$ cat src/rtl/cam_capture_if.sv
// -----------------------------------------------------------------------------
// cam_capture_if
// Bundles the sensor-side byte stream and the frame-buffer write port of
// cam_capture. The clock and reset stay outside as plain ports.
//
//   CamVsync  : frame sync, high = vertical blanking
//   CamHsync  : line valid (HREF), high = data byte present
//   CamData   : sensor byte bus
//   SW0       : capture enable, looked at only at frame start
//   PixWe     : one-cycle frame-buffer write strobe
//   PixAddr   : write address, y*H_PIX + x
//   PixData   : RGB565 pixel {first byte, second byte}
//   FrameDone : one-cycle pulse at the end of a captured frame
//   LineErr   : sticky malformed-line flag for the current frame
//   Capturing : high while a frame is being captured
//
// slave  = the capture block, master = whatever drives the sensor side and
// consumes the write port.
// -----------------------------------------------------------------------------
interface cam_capture_if #(
    parameter int ADDR_W = 19
);
    logic              CamVsync;
    logic              CamHsync;
    logic [7:0]        CamData;
    logic              SW0;
    logic              PixWe;
    logic [ADDR_W-1:0] PixAddr;
    logic [15:0]       PixData;
    logic              FrameDone;
    logic              LineErr;
    logic              Capturing;

    modport slave (
        input  CamVsync, CamHsync, CamData, SW0,
        output PixWe, PixAddr, PixData, FrameDone, LineErr, Capturing
    );

    modport master (
        output CamVsync, CamHsync, CamData, SW0,
        input  PixWe, PixAddr, PixData, FrameDone, LineErr, Capturing
    );
endinterface

$ cat src/rtl/cam_capture.sv
// -----------------------------------------------------------------------------
// cam_capture
// OV7670-style capture stage. Registers the sensor port on PCLK, pairs bytes
// into RGB565 pixels and writes them to the frame buffer at linear addresses
// (line base + x). Flags frame completion and lines whose byte count differs
// from 2*H_PIX.
//
// Ports:
//   PCLK  : sensor pixel clock, sole clock, rising edge
//   RST_N : asynchronous active-low reset
//   bus   : cam_capture_if.slave (sensor inputs, SW0, frame-buffer outputs)
//
// Parameters: H_PIX active pixels per line, V_LINES active lines per frame,
// ADDR_W frame-buffer address width (2**ADDR_W >= H_PIX*V_LINES).
// -----------------------------------------------------------------------------
module cam_capture #(
    parameter int H_PIX   = 640,
    parameter int V_LINES = 480,
    parameter int ADDR_W  = 19
) (
    input  logic          PCLK,
    input  logic          RST_N,
    cam_capture_if.slave  bus
);

    localparam int X_W = $clog2(H_PIX + 1);
    localparam int Y_W = $clog2(V_LINES + 1);
    localparam int B_W = $clog2(2 * H_PIX + 2);

    localparam logic [X_W-1:0]    X_END     = X_W'(H_PIX);
    localparam logic [Y_W-1:0]    Y_END     = Y_W'(V_LINES);
    localparam logic [B_W-1:0]    B_LINE    = B_W'(2 * H_PIX);
    localparam logic [B_W-1:0]    B_SAT     = B_W'(2 * H_PIX + 1);
    localparam logic [ADDR_W-1:0] LINE_STEP = ADDR_W'(H_PIX);

    typedef enum logic {
        IDLE,
        CAPTURE
    } stateT;

    stateT             state;

    // Input stage
    logic              vsQ, vsQ2;
    logic              hsQ, hsQ2;
    logic [7:0]        dQ;
    logic              phase;      // byte phase of the byte currently in dQ
    logic [7:0]        hiByte;

    // Pixel / line bookkeeping
    logic [X_W-1:0]    x;
    logic [Y_W-1:0]    y;
    logic [B_W-1:0]    byteCnt;
    logic [ADDR_W-1:0] lineBase;

    logic frameStart, frameEnd, lineEnd;

    assign frameStart = vsQ2 & ~vsQ;
    assign frameEnd   = ~vsQ2 & vsQ;
    assign lineEnd    = hsQ2 & ~hsQ;

    // NOTE: clocked state uses non-blocking assignments so every register in
    // this block sees the values from before the edge, whatever the order of
    // the statements.
    always_ff @(posedge PCLK or negedge RST_N) begin
        if (!RST_N) begin
            vsQ    <= 1'b0;
            vsQ2   <= 1'b0;
            hsQ    <= 1'b0;
            hsQ2   <= 1'b0;
            dQ     <= '0;
            phase  <= 1'b0;
            hiByte <= '0;
        end else begin
            vsQ    <= bus.CamVsync;
            vsQ2   <= vsQ;
            hsQ    <= bus.CamHsync;
            hsQ2   <= hsQ;
            dQ     <= bus.CamData;
            phase  <= hsQ ? ~phase : 1'b0;
            if (hsQ && !phase) begin
                hiByte <= dQ;
            end
        end
    end

    always_ff @(posedge PCLK or negedge RST_N) begin
        if (!RST_N) begin
            state         <= IDLE;
            x             <= '0;
            y             <= '0;
            byteCnt       <= '0;
            lineBase      <= '0;
            bus.PixWe     <= 1'b0;
            bus.PixAddr   <= '0;
            bus.PixData   <= '0;
            bus.FrameDone <= 1'b0;
            bus.LineErr   <= 1'b0;
            bus.Capturing <= 1'b0;
        end else begin
            // NOTE: strobes default low here so each one lasts exactly one
            // cycle; PixAddr/PixData have no default and therefore hold.
            bus.PixWe     <= 1'b0;
            bus.FrameDone <= 1'b0;

            case (state)
                IDLE: begin
                    if (frameStart && bus.SW0) begin
                        state         <= CAPTURE;
                        bus.Capturing <= 1'b1;
                        x             <= '0;
                        y             <= '0;
                        byteCnt       <= '0;
                        lineBase      <= '0;
                        bus.LineErr   <= 1'b0;
                    end
                end

                CAPTURE: begin
                    if (frameStart) begin
                        // Vsync high was missed: start over without FrameDone.
                        x           <= '0;
                        y           <= '0;
                        byteCnt     <= '0;
                        lineBase    <= '0;
                        bus.LineErr <= 1'b0;
                    end else begin
                        if (hsQ && !vsQ) begin
                            // Byte and pixel counters saturate just past the
                            // limits that matter, so long lines cannot wrap
                            // back into the valid range.
                            if (byteCnt != B_SAT) begin
                                byteCnt <= byteCnt + 1'b1;
                            end
                            if (phase && x != X_END) begin
                                x <= x + 1'b1;
                                if (y != Y_END) begin
                                    bus.PixWe   <= 1'b1;
                                    bus.PixAddr <= lineBase + ADDR_W'(x);
                                    bus.PixData <= {hiByte, dQ};
                                end
                            end
                        end

                        // A trailing odd byte is simply never paired.
                        if (lineEnd) begin
                            if (byteCnt != B_LINE) begin
                                bus.LineErr <= 1'b1;
                            end
                            byteCnt <= '0;
                            x       <= '0;
                            if (y != Y_END) begin
                                y        <= y + 1'b1;
                                lineBase <= lineBase + LINE_STEP;
                            end
                        end

                        if (frameEnd) begin
                            bus.FrameDone <= 1'b1;
                            bus.Capturing <= 1'b0;
                            state         <= IDLE;
                        end
                    end
                end

                default: begin
                    state         <= IDLE;
                    bus.Capturing <= 1'b0;
                end
            endcase
        end
    end

endmodule

$ cat src/flat_wrapper.sv
// flat-port wrapper written by rule: the top's interface ports become plain ports
module cam_capture_flat 
#(
    parameter int H_PIX   = 640,
    parameter int V_LINES = 480,
    parameter int ADDR_W  = 19
)
  (PCLK, RST_N, bus_CamVsync, bus_CamHsync, bus_CamData, bus_SW0, bus_PixWe, bus_PixAddr, bus_PixData, bus_FrameDone, bus_LineErr, bus_Capturing);
  cam_capture_if #(.ADDR_W(ADDR_W)) bus_i ();
  input  logic PCLK;
  input  logic RST_N;
  input wire logic [$bits(bus_i.CamVsync)-1:0] bus_CamVsync;
  input wire logic [$bits(bus_i.CamHsync)-1:0] bus_CamHsync;
  input wire logic [$bits(bus_i.CamData)-1:0] bus_CamData;
  input wire logic [$bits(bus_i.SW0)-1:0] bus_SW0;
  output wire logic [$bits(bus_i.PixWe)-1:0] bus_PixWe;
  output wire logic [$bits(bus_i.PixAddr)-1:0] bus_PixAddr;
  output wire logic [$bits(bus_i.PixData)-1:0] bus_PixData;
  output wire logic [$bits(bus_i.FrameDone)-1:0] bus_FrameDone;
  output wire logic [$bits(bus_i.LineErr)-1:0] bus_LineErr;
  output wire logic [$bits(bus_i.Capturing)-1:0] bus_Capturing;
  assign bus_i.CamVsync = bus_CamVsync;
  assign bus_i.CamHsync = bus_CamHsync;
  assign bus_i.CamData = bus_CamData;
  assign bus_i.SW0 = bus_SW0;
  assign bus_PixWe = bus_i.PixWe;
  assign bus_PixAddr = bus_i.PixAddr;
  assign bus_PixData = bus_i.PixData;
  assign bus_FrameDone = bus_i.FrameDone;
  assign bus_LineErr = bus_i.LineErr;
  assign bus_Capturing = bus_i.Capturing;
  cam_capture #(.H_PIX(H_PIX), .V_LINES(V_LINES), .ADDR_W(ADDR_W)) u_core (.PCLK(PCLK), .RST_N(RST_N), .bus(bus_i));
endmodule
$ cat config.mk
export PLATFORM = sky130hd
export DESIGN_NAME = cam_capture_flat
export DESIGN_NICKNAME = d
export VERILOG_FILES = /design/src/rtl/cam_capture_if.sv /design/src/rtl/cam_capture.sv /design/src/flat_wrapper.sv
export SDC_FILE = /design/constraint.sdc
export NUM_CORES = 1
export LEC_CHECK = 0
export CAP_MARGIN = 20
export CORE_MARGIN = 5
export CORE_UTILIZATION = 45
export DETAILED_ROUTE_END_ITERATION = 7
export PLACE_DENSITY = 0.67
export SKIP_LAST_GASP = 1
export SLEW_MARGIN = 30
export SYNTH_ARGS = -nofsm -noshare
export SYNTH_HDL_FRONTEND = slang
export SYNTH_SLANG_ARGS = --single-unit
$ cat constraint.sdc
create_clock -name PCLK -period 3.05 [get_ports PCLK]
set_clock_uncertainty 0.1 [all_clocks]
set_input_delay 0.915 -clock PCLK [delete_from_list [all_inputs] [get_ports PCLK]]
set_output_delay 0.915 -clock PCLK [all_outputs]
set_load 0.01 [all_outputs]
; ---- Word-level counts from Yosys, hierarchy flattened
; Cells that the tools add are included.
[totals]
regBits = 110
in_bits = 13
out_inout_bits = 39
wordCells = 101
[classes]
n_addsub = 5
n_eq_ne = 13
muxes = 44
bitwise = 9
n_reduce_logical = 12
[ops]
columns = cell, n
row1 = 2-to-1 mux 19 bit, 4
row2 = 2-to-1 mux 11 bit, 5
row3 = 2-to-1 mux 10 bit, 5
row4 = one-hot mux 19 bit (2 select lines), 1
row5 = 2-to-1 mux 9 bit, 4
row6 = "inequality test 11 bit, second input constant", 2
row7 = one-hot mux 11 bit (2 select lines), 1
row8 = one-hot mux 10 bit (2 select lines), 1
row9 = adder 19 x 10 -> 19 bit, 1
row10 = "adder 19 x 10 -> 19 bit, second input constant", 1
row11 = 2-to-1 mux 1 bit, 19
row12 = one-hot mux 9 bit (2 select lines), 1
row13 = AND reduction 3 bit, 5
row14 = "inequality test 4 bit, second input constant", 3
row15 = "adder 11 x 1 -> 11 bit, second input constant", 1
row16 = "adder 10 x 1 -> 10 bit, second input constant", 1
row17 = "inequality test 10 bit, second input constant", 1
row18 = "adder 9 x 1 -> 9 bit, second input constant", 1
row19 = "inequality test 3 bit, second input constant", 3
row20 = "inequality test 9 bit, second input constant", 1
row21 = NOT 1 bit, 6
row22 = one-hot mux 1 bit (2 select lines), 3
row23 = AND reduction 5 bit, 1
row24 = logical AND 1 bit, 4
row25 = other kinds (4), 8

; ---- Longest topological paths before layout
; Gate-level depths: netlist (run 1).
[depth]
word_depth = 7
depth_mapped = 8

; ---- Least setup slack after synthesis (run 1)
; No wires, ideal clock.
[synth_timing]
path_kind = in2reg
start = input port bus_SW0
end = register u_core.byteCnt[8]
t_arrival_ps = 1991
slack_ps = 872
cell_stages = 6
path_buffers = 2
cell_sequence = nor2_1 > a21o_1 > clkbuf_1 > buf_1 > nand2_1 > o211ai_1
[synth_between]
elab_chain_len = 3
[synth_lines]
columns = item, line
row1 = from (decl), flat_wrapper.sv:15  ; input wire logic [$bits(bus_i.SW0)-1:0] bus_SW0;
row2 = logical AND 1 bit, cam_capture.sv:108  ; if (frameStart && bus.SW0) begin
row3 = inequality test 2 x 1 -> 1 bit (no line), n/a
row4 = AND reduction 3 bit (no line), n/a
row5 = to (signal assigned), cam_capture.sv:133  ; byteCnt <= byteCnt + 1'b1;
row6 = to (decl), cam_capture.sv:53  ; logic [B_W-1:0] byteCnt;
; No other way between the ends.
; A chain may end at the register's enable or synchronous reset.

; ---- Final worst setup path (run 1)
; Ends and elaborated chain as after synthesis.

==> results by group, run 1 <==
Outcome
  – Status: finished clean

GRT
  – Grt total ovfl: 0
  – Largest net degree at the start of global routing: 39
  – Vias in the first global route: 3,680
  – Global-route wire length before repair: 17.99 mm
  – Initial antenna violation count: 0
  – Global Route Usage Sum: 16.85%

Clock network
  – Cts repair resizes: 0
  – H-tree Lvls: 3
  – Clk slew on worst S/H paths: 0.10 ns
  – TritonCTS clock tree: done
  – Num CTS Buffers: 9
  – Clock Tree Buf Depth: 2
  – Later-pin clock latency in the skew report: 0.37 ns
  – CTS Sinks: 103
  – Post-CTS setup buffer count: 0
  – CTS Hold Bufs: 0
  – Clk root buf: clkbuf_8

Synthesis
  – Register area share after synthesis: 51.73%
  – Syn Area/Cell: 11.45 sq um
  – Post-synth top flop: dfrtp_1
  – Ys async rst share: 100.0%
  – Post-Syn Nets: 459
  – Top-count cell post-synth: dfrtp_1
  – Number of enable flip-flop cells after synthesis: 0
  – Synth Register Bits: 103
  – Synthesized area: 4982 sq um
  – Top post-synthesis cells by area: dfrtp_1 (52%), mux2_4 (8.1%), a21oi_1 (2.8%)
  – Synth top cells by count: dfrtp_1 (103), nand2_1 (32), a21oi_1 (28)
  – Netlist cell types: 51
  – Post-Synthesis Cells: 435
  – Warnings from Yosys: 0
  – Synth top area share: 51.73%
  – Cell taking the most area after synthesis: dfrtp_1

Power
  – Clk pwr share: 28.6%
  – Leak pwr: 2.480 nW
  – Max VDD drop: 0.3238 mV
  – Total power: 3.367 mW
  – Pint: 2.436 mW
  – Pwr Density: 570.5 nW/um^2
  – Logic pwr share: 21.5%
  – Switching pwr: 0.9310 mW
  – Switching fraction of total power: 27.65%
  – Sequential power share: 49.9%

Layout
  – Area growth, synth to finish: 18.46%
  – Antenna cells: 0
  – Fill cell count: 938
  – Layout cells sized above 1: 14.69%
  – Post-route core utilization: 54.44%
  – Layout net count: 516

Routing
  – Average vias per placed instance: 5.601
  – DRC: 0
  – 1st-iter DRT viols: 167
  – Routed WL per cell: 16.45 um
  – Final wirelength: 10.48 mm
  – Total number of vias: 3,568
  – ANT nets after route: 0
  – Drt pass-1 iters: 4

Critical path
  – Crit start category: input pin
  – Worst Path Arrival: 2.74 ns
  – Critical path fanouts, max: 10
  – Crit end category: flip-flop
  – Worst path required time: 3.24 ns
  – Crit Path Category: in2reg

Timing
  – Max-slew violations: 0
  – Worst-Margin Slew: 0.8842 ns
  – Slew headroom: 40.93%
  – RSZ-0062 raised after global routing: false
  – Setup TNS: 0 ns
  – Final WS setup: 0.4949 ns
  – Hold Fails Final Rpt: 0
  – Final period utilization: 83.77%
  – Fin crit period: 2.555 ns
  – Achievable Freq: 391.4 MHz
  – Hold WS: 0.3916 ns
  – Setup violations, final: 0

Job
  – Max-cap violation count: 0

Placement
  – HPWL Detailed: 7.299 mm
  – Post-place setup slack: 0.1303 ns
  – Routability Congestion: 0.8213
  – I/O Buffers: 51

Floorplan
  – IO Count: 52
  – Die Width: 115.2 um
  – Die H: 115.2 um
  – Core ar.: 10,840 sq um
  – Cell Rows: 38
  – Die ar.: 13,280 sq um
  – Initial Util: 45.96%

Min path
  – Hold Path Class: reg2reg
[cell families (layout without fill, tap and decap cells)]
family	count (synthesis)	after routing	synth area share, %
simple gates	149	149	17.50
compound gates	81	81	9.945
fa+ha+maj	11	11	2.762
xor+xnor	11	11	1.934
mux	51	51	13.31
flops	103	103	51.73
buf+inv	29	91	2.812
[final timing paths]
| path | slack [ns] | end | from | depth (start not counted) |
|---|---|---|---|---|
| max in group asynchronous | 1.79 | u_core.bus.PixAddr[2] | RST_N | 2 |
| worst max-delay path | 0.49 | u_core.byteCnt[8] | bus_SW0 | 6 |
| min in group asynchronous | 0.42 | u_core.byteCnt[1] | RST_N | 1 |
| worst max register to register | 0.56 | u_core.bus.PixAddr[2] | u_core.state | 4 |
| worst min-delay path | 0.39 | u_core.hsQ2 | u_core.hsQ | 0 |
| worst min register to register | 0.39 | u_core.hsQ2 | u_core.hsQ | 0 |
[layer usage]
| metal | routed length (um) | global-route usage, % |
|---|---|---|
| met4 | 119 | 4.930 |
| met5 | 0 | 0 |
| met3 | 317 | 3.895 |
| met2 | 5168 | 27.85 |
| met1 | 4871 | 22.18 |
[per-stage QoR]
step           area [sq um]  instances
3_5_place_dp           5673        621
5_1_grt                5902        637
4_1_cts                5902        637
6_report               5902        637
3_3_place_gp           5673        621
2_1_floorplan          4982        435
[final cells by class]
class                           count  area, sq um  area share, %
Sequential cell                   103         2577          43.67
Multi-Input combinational cell    303         2265          38.37
Timing Repair Buffer               63        610.6          10.35
Tap cell                          140        175.2          2.968
Clock buffer                        9        123.9          2.099
Clock inverter                      7        105.1          1.781
Inverter                           12        45.04         0.7632
[state kept, by name (all words and copies together), names as in the netlist, 8 cells and up]
signal              count
u_core.bus.PixAddr     19
u_core.bus.PixData     16
u_core.lineBase        12
u_core.byteCnt         11
u_core.x               10
u_core.y                9
u_core.dQ               8
u_core.hiByte           8
[worst max-delay path, stage by stage]
cell             delay [ns]
clkdlybuf4s50_1        0.49
buf_4                  0.14
a21o_1                 0.16
nand2_1                0.21
or4b_2                 0.72
o211ai_1               0.11
[cell usage in the layout, fill, tap and decap left out, types with 12 or more instances in the layout]
cell / netlist / routed
nand3_1: 18 / 18
nand2_1: 32 / 32
buf_4: 0 / 12
o21ai_0: 20 / 20
clkdlybuf4s50_1: 0 / 50
or4_1: 14 / 14
o31ai_1: 12 / 12
dfrtp_1: 103 / 103
nor2_1: 12 / 12
a21oi_1: 28 / 28
nor4_1: 13 / 13
mux2_4: 27 / 27
inv_1: 12 / 12
[power groups by stage]
| stage | clock (mW) | combinational [mW] | sequential, mW |
|---|---|---|---|
| final | 0.964 | 0.724 | 1.68 |
| after global routing | 1.06 | 0.786 | 1.71 |
| after CTS | 0.998 | 0.738 | 1.68 |
| after global placement | 0 | 0.721 | 1.70 |
| after detailed placement | 0 | 0.735 | 1.70 |
| after floorplan | 0 | 0.333 | 1.72 |
Note: power is estimated with default switching activity, not from simulation.
==> run 2: changes to the inputs <==
- clock period: 3.05 -> 2.49 ns (I/O delays scaled with it)
==> results by group, run 2 (synthesis gave the netlist of run 1 again) <==
Layout
  – Fill cell count: 948 (+1.1%)
  – Register Area: 2577 sq um (unchanged)
  – Area growth, synth to finish: 21.55%
  – Largest registers: u_core.bus.PixAddr (19), u_core.bus.PixData (16), u_core.lineBase (12)
  – Commonest non-fill, non-tap cell in the layout: dfrtp_1
  – Layout cells sized above 1: 17.51% (+2.8 points)
  – Multi-input logic area: 2265 sq um (unchanged)
  – Most frequent cells in the layout: dfrtp_1 (103), clkdlybuf4s50_1 (50), nand2_1 (32)
  – Register name with the most flops: u_core.bus.PixAddr
  – Post-route non-filler standard cell count: 654 (+2.7%)
  – Post-route core utilization: 55.86% (+1.4 points)
  – Layout net count: 533 (+3.3%)
  – Antenna cells: 0 (unchanged)
  – Max reg flops: 19 (unchanged)

Critical path
  – Worst Path Buf+Inv: 2 (unchanged)
  – Worst Path Arrival: 2.52 ns (-0.22 ns)
  – FF-to-FF setup slack: 0.23 ns (-0.33 ns)
  – Kind of cell adding the most delay to the critical path: buffers and inverters
  – Critical path fanouts, max: 13 (+3)
  – Crit start category: input pin
  – CP max stage delay: 0.56 ns (-0.16 ns)
  – R2R Path Start: u_core.y[3]
  – Crit Path Category: in2reg
  – Worst path required time: 2.70 ns (-0.54 ns)
  – Reg2Reg Capture Point: u_core.bus.PixData[10]
  – Crit end category: flip-flop
  – CP Cell Sequence: clkdlybuf4s50_1 -> nor2_1 -> a21o_1 -> buf_4 -> nor4_1 -> mux2i_1
  – R2r worst-path depth: 5 (+1)
  – CP max stage cell: clkdlybuf4s50_1

Timing
  – Fin crit period: 2.315 ns
  – RSZ-0062 raised after global routing: false
  – Final period utilization: 92.98%
  – Setup TNS: 0 ns (unchanged)
  – Final WS setup: 0.1748 ns (-0.3202 ns)
  – Hold Fails Final Rpt: 0 (unchanged)
  – Achievable Freq: 431.9 MHz
  – Setup violations, final: 0 (unchanged)
  – Worst-Margin Slew: 0.6549 ns (-0.2293 ns)
  – Max-slew violations: 0 (unchanged)
  – Slew headroom: 56.01% (+15 points)

Clock network
  – Later-pin clock latency in the skew report: 0.38 ns (about the same)
  – Clk root buf: clkbuf_8
  – CTS Hold Bufs: 0 (unchanged)
  – CTS Sinks: 103 (unchanged)
  – TritonCTS clock tree: done
  – Clk slew on worst S/H paths: 0.10 ns (about the same)
  – Num CTS Buffers: 9 (unchanged)
  – Clock Tree Buf Depth: 2 (unchanged)
  – Post-CTS setup buffer count: 0 (unchanged)
  – Cts repair resizes: 0 (unchanged)
  – H-tree Lvls: 3 (unchanged)

Floorplan
  – Core ar.: 10,840 sq um (unchanged)
  – IO Count: 52 (unchanged)
  – Cell Rows: 38 (unchanged)
  – Die H: 115.2 um (unchanged)
  – Die ar.: 13,280 sq um (unchanged)
  – Initial Util: 45.96% (unchanged)
  – Die Width: 115.2 um (unchanged)

Power
  – Logic pwr share: 22.6% (+1.1 points)
  – Switching fraction of total power: 28.74% (+1.1 points)
  – Sequential power share: 50.5% (+0.6 points)
  – Max VDD drop: 0.3382 mV (+4.4%)
  – Clk pwr share: 27.0% (-1.6 points)
  – Leak pwr: 2.561 nW (+3.2%)
  – Pint: 2.908 mW (+19%)
  – Switching pwr: 1.173 mW (+26%)
  – Pwr Density: 673.8 nW/um^2 (+18%)

Min path
  – Hold Path Class: in2async

Routing
  – Average vias per placed instance: 5.596 (about the same)
  – Total number of vias: 3,660 (+2.6%)
  – Final wirelength: 10.86 mm (+3.7%)
  – Routed WL per cell: 16.61 um (+1.0%)
  – DRC: 0 (unchanged)
  – ANT nets after route: 0 (unchanged)
  – 1st-iter DRT viols: 173 (+3.6%)
  – Drt pass-1 iters: 4 (unchanged)

GRT
  – Initial antenna violation count: 0 (unchanged)
  – Vias in the first global route: 3,820 (+3.8%)
  – Grt total ovfl: 0 (unchanged)
  – Largest net degree at the start of global routing: 40 (+2.6%)
  – Global Route Usage Sum: 17.57% (+0.72 points)
  – Global-route wire length before repair: 18.64 mm (+3.6%)

Placement
  – Placed Instances: 638 (+2.7%)
  – Routability Congestion: 0.8465 (+3.1%)
  – I/O Buffers: 51 (unchanged)
  – Post-place setup slack: -0.2360 ns (-0.3663 ns)
  – HPWL Detailed: 7.646 mm (+4.8%)

Job
  – Max-cap violation count: 0 (unchanged)

Outcome
  – Status: finished clean
==> run 2: cell types whose count changed in the layout (fill, tap and decap cells not counted) <==
cell	before	now
buf_12	1	5
buf_4	12	25
bufinv_16	2	1
clkinv_2	0	1
clkinv_4	2	1
clkinvlp_4	1	2
inv_6	1	0
inv_8	1	2
==> run 2: worst max path at each step <==
stage                start                     end  cells after the start
2_1_floorplan  u_core.y[3]  u_core.bus.PixAddr[10]                      6
3_3_place_gp       bus_SW0     u_core.lineBase[15]                      6
3_5_place_dp       bus_SW0     u_core.lineBase[15]                      6
4_1_cts            bus_SW0     u_core.lineBase[15]                      6
5_1_grt            bus_SW0     u_core.lineBase[12]                      6
6_report           bus_SW0     u_core.lineBase[15]                      6
==> run 2: worst reg2reg max path, delay by kind of cell, from the launching register on <==
family        cells  cell delay [ns]
flops             1             0.44
simple gates      3             1.13
buf+inv           1             0.19
mux               1             0.29
==> run 2: cell type report <==
class / count / share of cell area, %
Clock buffer: 9 / 2.045
Multi-Input combinational cell: 303 / 37.40
Inverter: 12 / 0.7438
Sequential cell: 103 / 42.56
Timing Repair Buffer: 80 / 13.02
Clock inverter: 7 / 1.343
Tap cell: 140 / 2.893
==> run 2: stage by stage <==
step	instance area, sq um	power (mW)	hold WS, ns
after global routing	6056	4.301	0.2743
after floorplan	4982	2.510	0.3120
final	6056	4.080	0.2436
after global placement	5851	3.000	0.3666
after detailed placement	5851	3.025	0.3578
after CTS	6056	4.131	0.2593
==> run 2: layer usage <==
metal  up-vias  wire length (um)  GRT usage (%)
met5         -                 0              0
met4         0               196          7.746
met3        13               398          2.526
met2        60              5396          28.51
met1      1827              4871          23.48
li1       1760                 -              -
==> run 2: power by group through the flow <==
stage,Combinational (mW),Clock (mW),Sequential (mW)
floorplan,0.408,0,2.10
global placement,0.914,0,2.09
detailed placement,0.935,0,2.09
CTS,0.939,1.13,2.06
global route,0.997,1.21,2.09
finish,0.921,1.10,2.06
==> run 3: changes to the inputs <==
- CORE_MARGIN: 5 -> unset
==> results by group, run 3 (synthesis gave the netlist of run 1 again) <==
Outcome
  – Status: finished clean

Floorplan
  – Initial Util: 46.16% (+0.20 points)
  – Die H: 107.2 um (-6.9%)
  – IO Count: 52 (unchanged)
  – Die Width: 107.2 um (-6.9%)
  – Die ar.: 11,500 sq um (-13%)
  – Core ar.: 10,790 sq um (-0.44%)
  – Cell Rows: 38 (unchanged)

Critical path
  – Crit Path Category: reg2reg
  – Worst path required time: 2.65 ns (-0.05 ns)
  – R2R Path Start: u_core.y[3]
  – R2r worst-path depth: 5 (unchanged)
  – Kind of cell adding the most delay to the critical path: simple AND/OR/NAND/NOR gates
  – Critical path fanouts, max: 18 (+5)
  – Levels on crit path: 5 (-1)
  – CP max stage cell: or4b_4
  – Crit start category: flip-flop
  – CP Cell Sequence: or4b_4 -> or2_4 -> and4_4 -> buf_4 -> mux2_4
  – FF-to-FF setup slack: 0.17 ns (-0.06 ns)
  – Crit end category: flip-flop
  – Worst Path Buf+Inv: 1 (-1)
  – CP max stage delay: 0.57 ns (about the same)
  – Reg2Reg Capture Point: u_core.bus.PixAddr[11]
  – Worst Path Arrival: 2.48 ns (-0.04 ns)

Clock network
  – Clk slew on worst S/H paths: 0.10 ns (about the same)
  – TritonCTS clock tree: done
  – Clk root buf: clkbuf_8
  – H-tree Lvls: 3 (unchanged)
  – Num CTS Buffers: 9 (unchanged)
  – Clock Tree Buf Depth: 2 (unchanged)
  – CTS Sinks: 103 (unchanged)
  – Post-CTS setup buffer count: 0 (unchanged)
  – Cts repair resizes: 0 (unchanged)
  – Later-pin clock latency in the skew report: 0.38 ns (about the same)
  – CTS Hold Bufs: 0 (unchanged)

Layout
  – Fill cell count: 913 (-3.7%)
  – Post-route core utilization: 56.27% (+0.41 points)
  – Largest registers: u_core.bus.PixAddr (19), u_core.bus.PixData (16), u_core.lineBase (12)
  – Multi-input logic area: 2265 sq um (unchanged)
  – Most frequent cells in the layout: dfrtp_1 (103), clkdlybuf4s50_1 (50), nand2_1 (32)
  – Area growth, synth to finish: 21.90%
  – Layout net count: 535 (+0.38%)
  – Antenna cells: 0 (unchanged)
  – Layout cells sized above 1: 17.64% (+0.13 points)
  – Final instance area: 6073 sq um (+0.29%)
  – Register Area: 2577 sq um (unchanged)
  – Max reg flops: 19 (unchanged)
  – Commonest non-fill, non-tap cell in the layout: dfrtp_1
  – Register name with the most flops: u_core.bus.PixAddr

Timing
  – Final WS setup: 0.1704 ns (-0.004391 ns)
  – Achievable Freq: 431.1 MHz (-0.19%)
  – RSZ-0062 raised after global routing: false
  – Hold Fails Final Rpt: 0 (unchanged)
  – Max-slew violations: 0 (unchanged)
  – Slew headroom: 55.46% (-0.54 points)
  – Fin crit period: 2.320 ns (+0.004391 ns)
  – Setup violations, final: 0 (unchanged)
  – Hold WS: 0.1234 ns (-0.1202 ns)
  – Setup TNS: 0 ns (unchanged)
  – Worst-Margin Slew: 0.6630 ns (+0.008107 ns)
  – Final period utilization: 93.16% (+0.18 points)

Routing
  – Total number of vias: 3,702 (+1.1%)
  – ANT nets after route: 0 (unchanged)
  – 1st-iter DRT viols: 136 (-21%)
  – Final wirelength: 10.67 mm (-1.7%)
  – Routed WL per cell: 16.27 um (-2.0%)
  – Drt pass-1 iters: 4 (unchanged)
  – DRC: 0 (unchanged)
  – Average vias per placed instance: 5.643 (+0.84%)

Placement
  – HPWL Detailed: 7.420 mm (-3.0%)
  – Post-place setup slack: -0.1658 ns (+0.07025 ns)
  – Dpl cell area: 5841 sq um (-0.17%)
  – Routability Congestion: 0.8335 (-1.5%)
  – I/O Buffers: 51 (unchanged)

GRT
  – Grt total ovfl: 0 (unchanged)
  – Vias in the first global route: 3,719 (-2.6%)
  – Largest net degree at the start of global routing: 62 (+55%)
  – Global Route Usage Sum: 20.17% (+2.6 points)
  – Initial antenna violation count: 0 (unchanged)
  – Global-route wire length before repair: 18.22 mm (-2.3%)

Power
  – Pwr Density: 688.9 nW/um^2 (+2.2%)
  – Leak pwr: 2.584 nW (+0.92%)
  – Max VDD drop: 0.3700 mV (+9.4%)

Job
  – Max-cap violation count: 0 (unchanged)

Min path
  – Hold Path Class: in2async
-- run 3: cell count changes in the layout (fill, tap and decap cells not counted) --
| cell | change |
|---|---|
| buf_4 | +4 |
| buf_12 | -2 |
| clkbuf_8 | +2 |
| clkinvlp_4 | -2 |
| inv_8 | -2 |
| bufinv_16 | +1 |
| clkbuf_1 | +1 |
| clkinv_2 | -1 |
| clkinv_4 | +1 |
-- run 3: cell type report --
type / instances / share of cell area (%)
tap: 140 / 2.884
multi-input combinational: 303 / 37.29
clock buffer: 12 / 2.555
timing repair buffer: 82 / 12.81
clock inverter: 4 / 1.277
sequential: 103 / 42.44
inverter: 12 / 0.7417
-- run 3: worst max-delay path by stage --
stage / startpoint / end / slack [ns]
3_5_place_dp: bus_SW0 / u_core.lineBase[18] / -0.17
3_3_place_gp: bus_SW0 / u_core.lineBase[12] / -0.11
5_1_grt: bus_SW0 / u_core.lineBase[17] / 0.08
4_1_cts: u_core.y[3] / u_core.bus.PixAddr[11] / 0.17
6_report: u_core.y[3] / u_core.bus.PixAddr[11] / 0.17
2_1_floorplan: u_core.y[3] / u_core.bus.PixAddr[10] / 0.32
-- run 3: metrics by stage --
step | total power [mW] | instances
floorplan | 2.510 | 435
global placement | 3.001 | 640
detailed placement | 3.017 | 640
CTS | 4.226 | 656
global route | 4.387 | 656
finish | 4.184 | 656
-- run 3: layer usage --
layer	wire [um]	part of all wire [%]	track usage (%)
met1	5160	48	28.04
met2	4990	47	30.69
met3	267	2.5	3.283
met4	255	2.4	9.687
met5	0	0	0
-- run 3: power by group --
part / internal (mW) / total, mW / switching [mW] / leakage, nW
clock network: 0.626 / 1.20 / 0.577 / 0.117
logic: 0.553 / 0.934 / 0.381 / 1.12
registers: 1.88 / 2.05 / 0.167 / 1.34
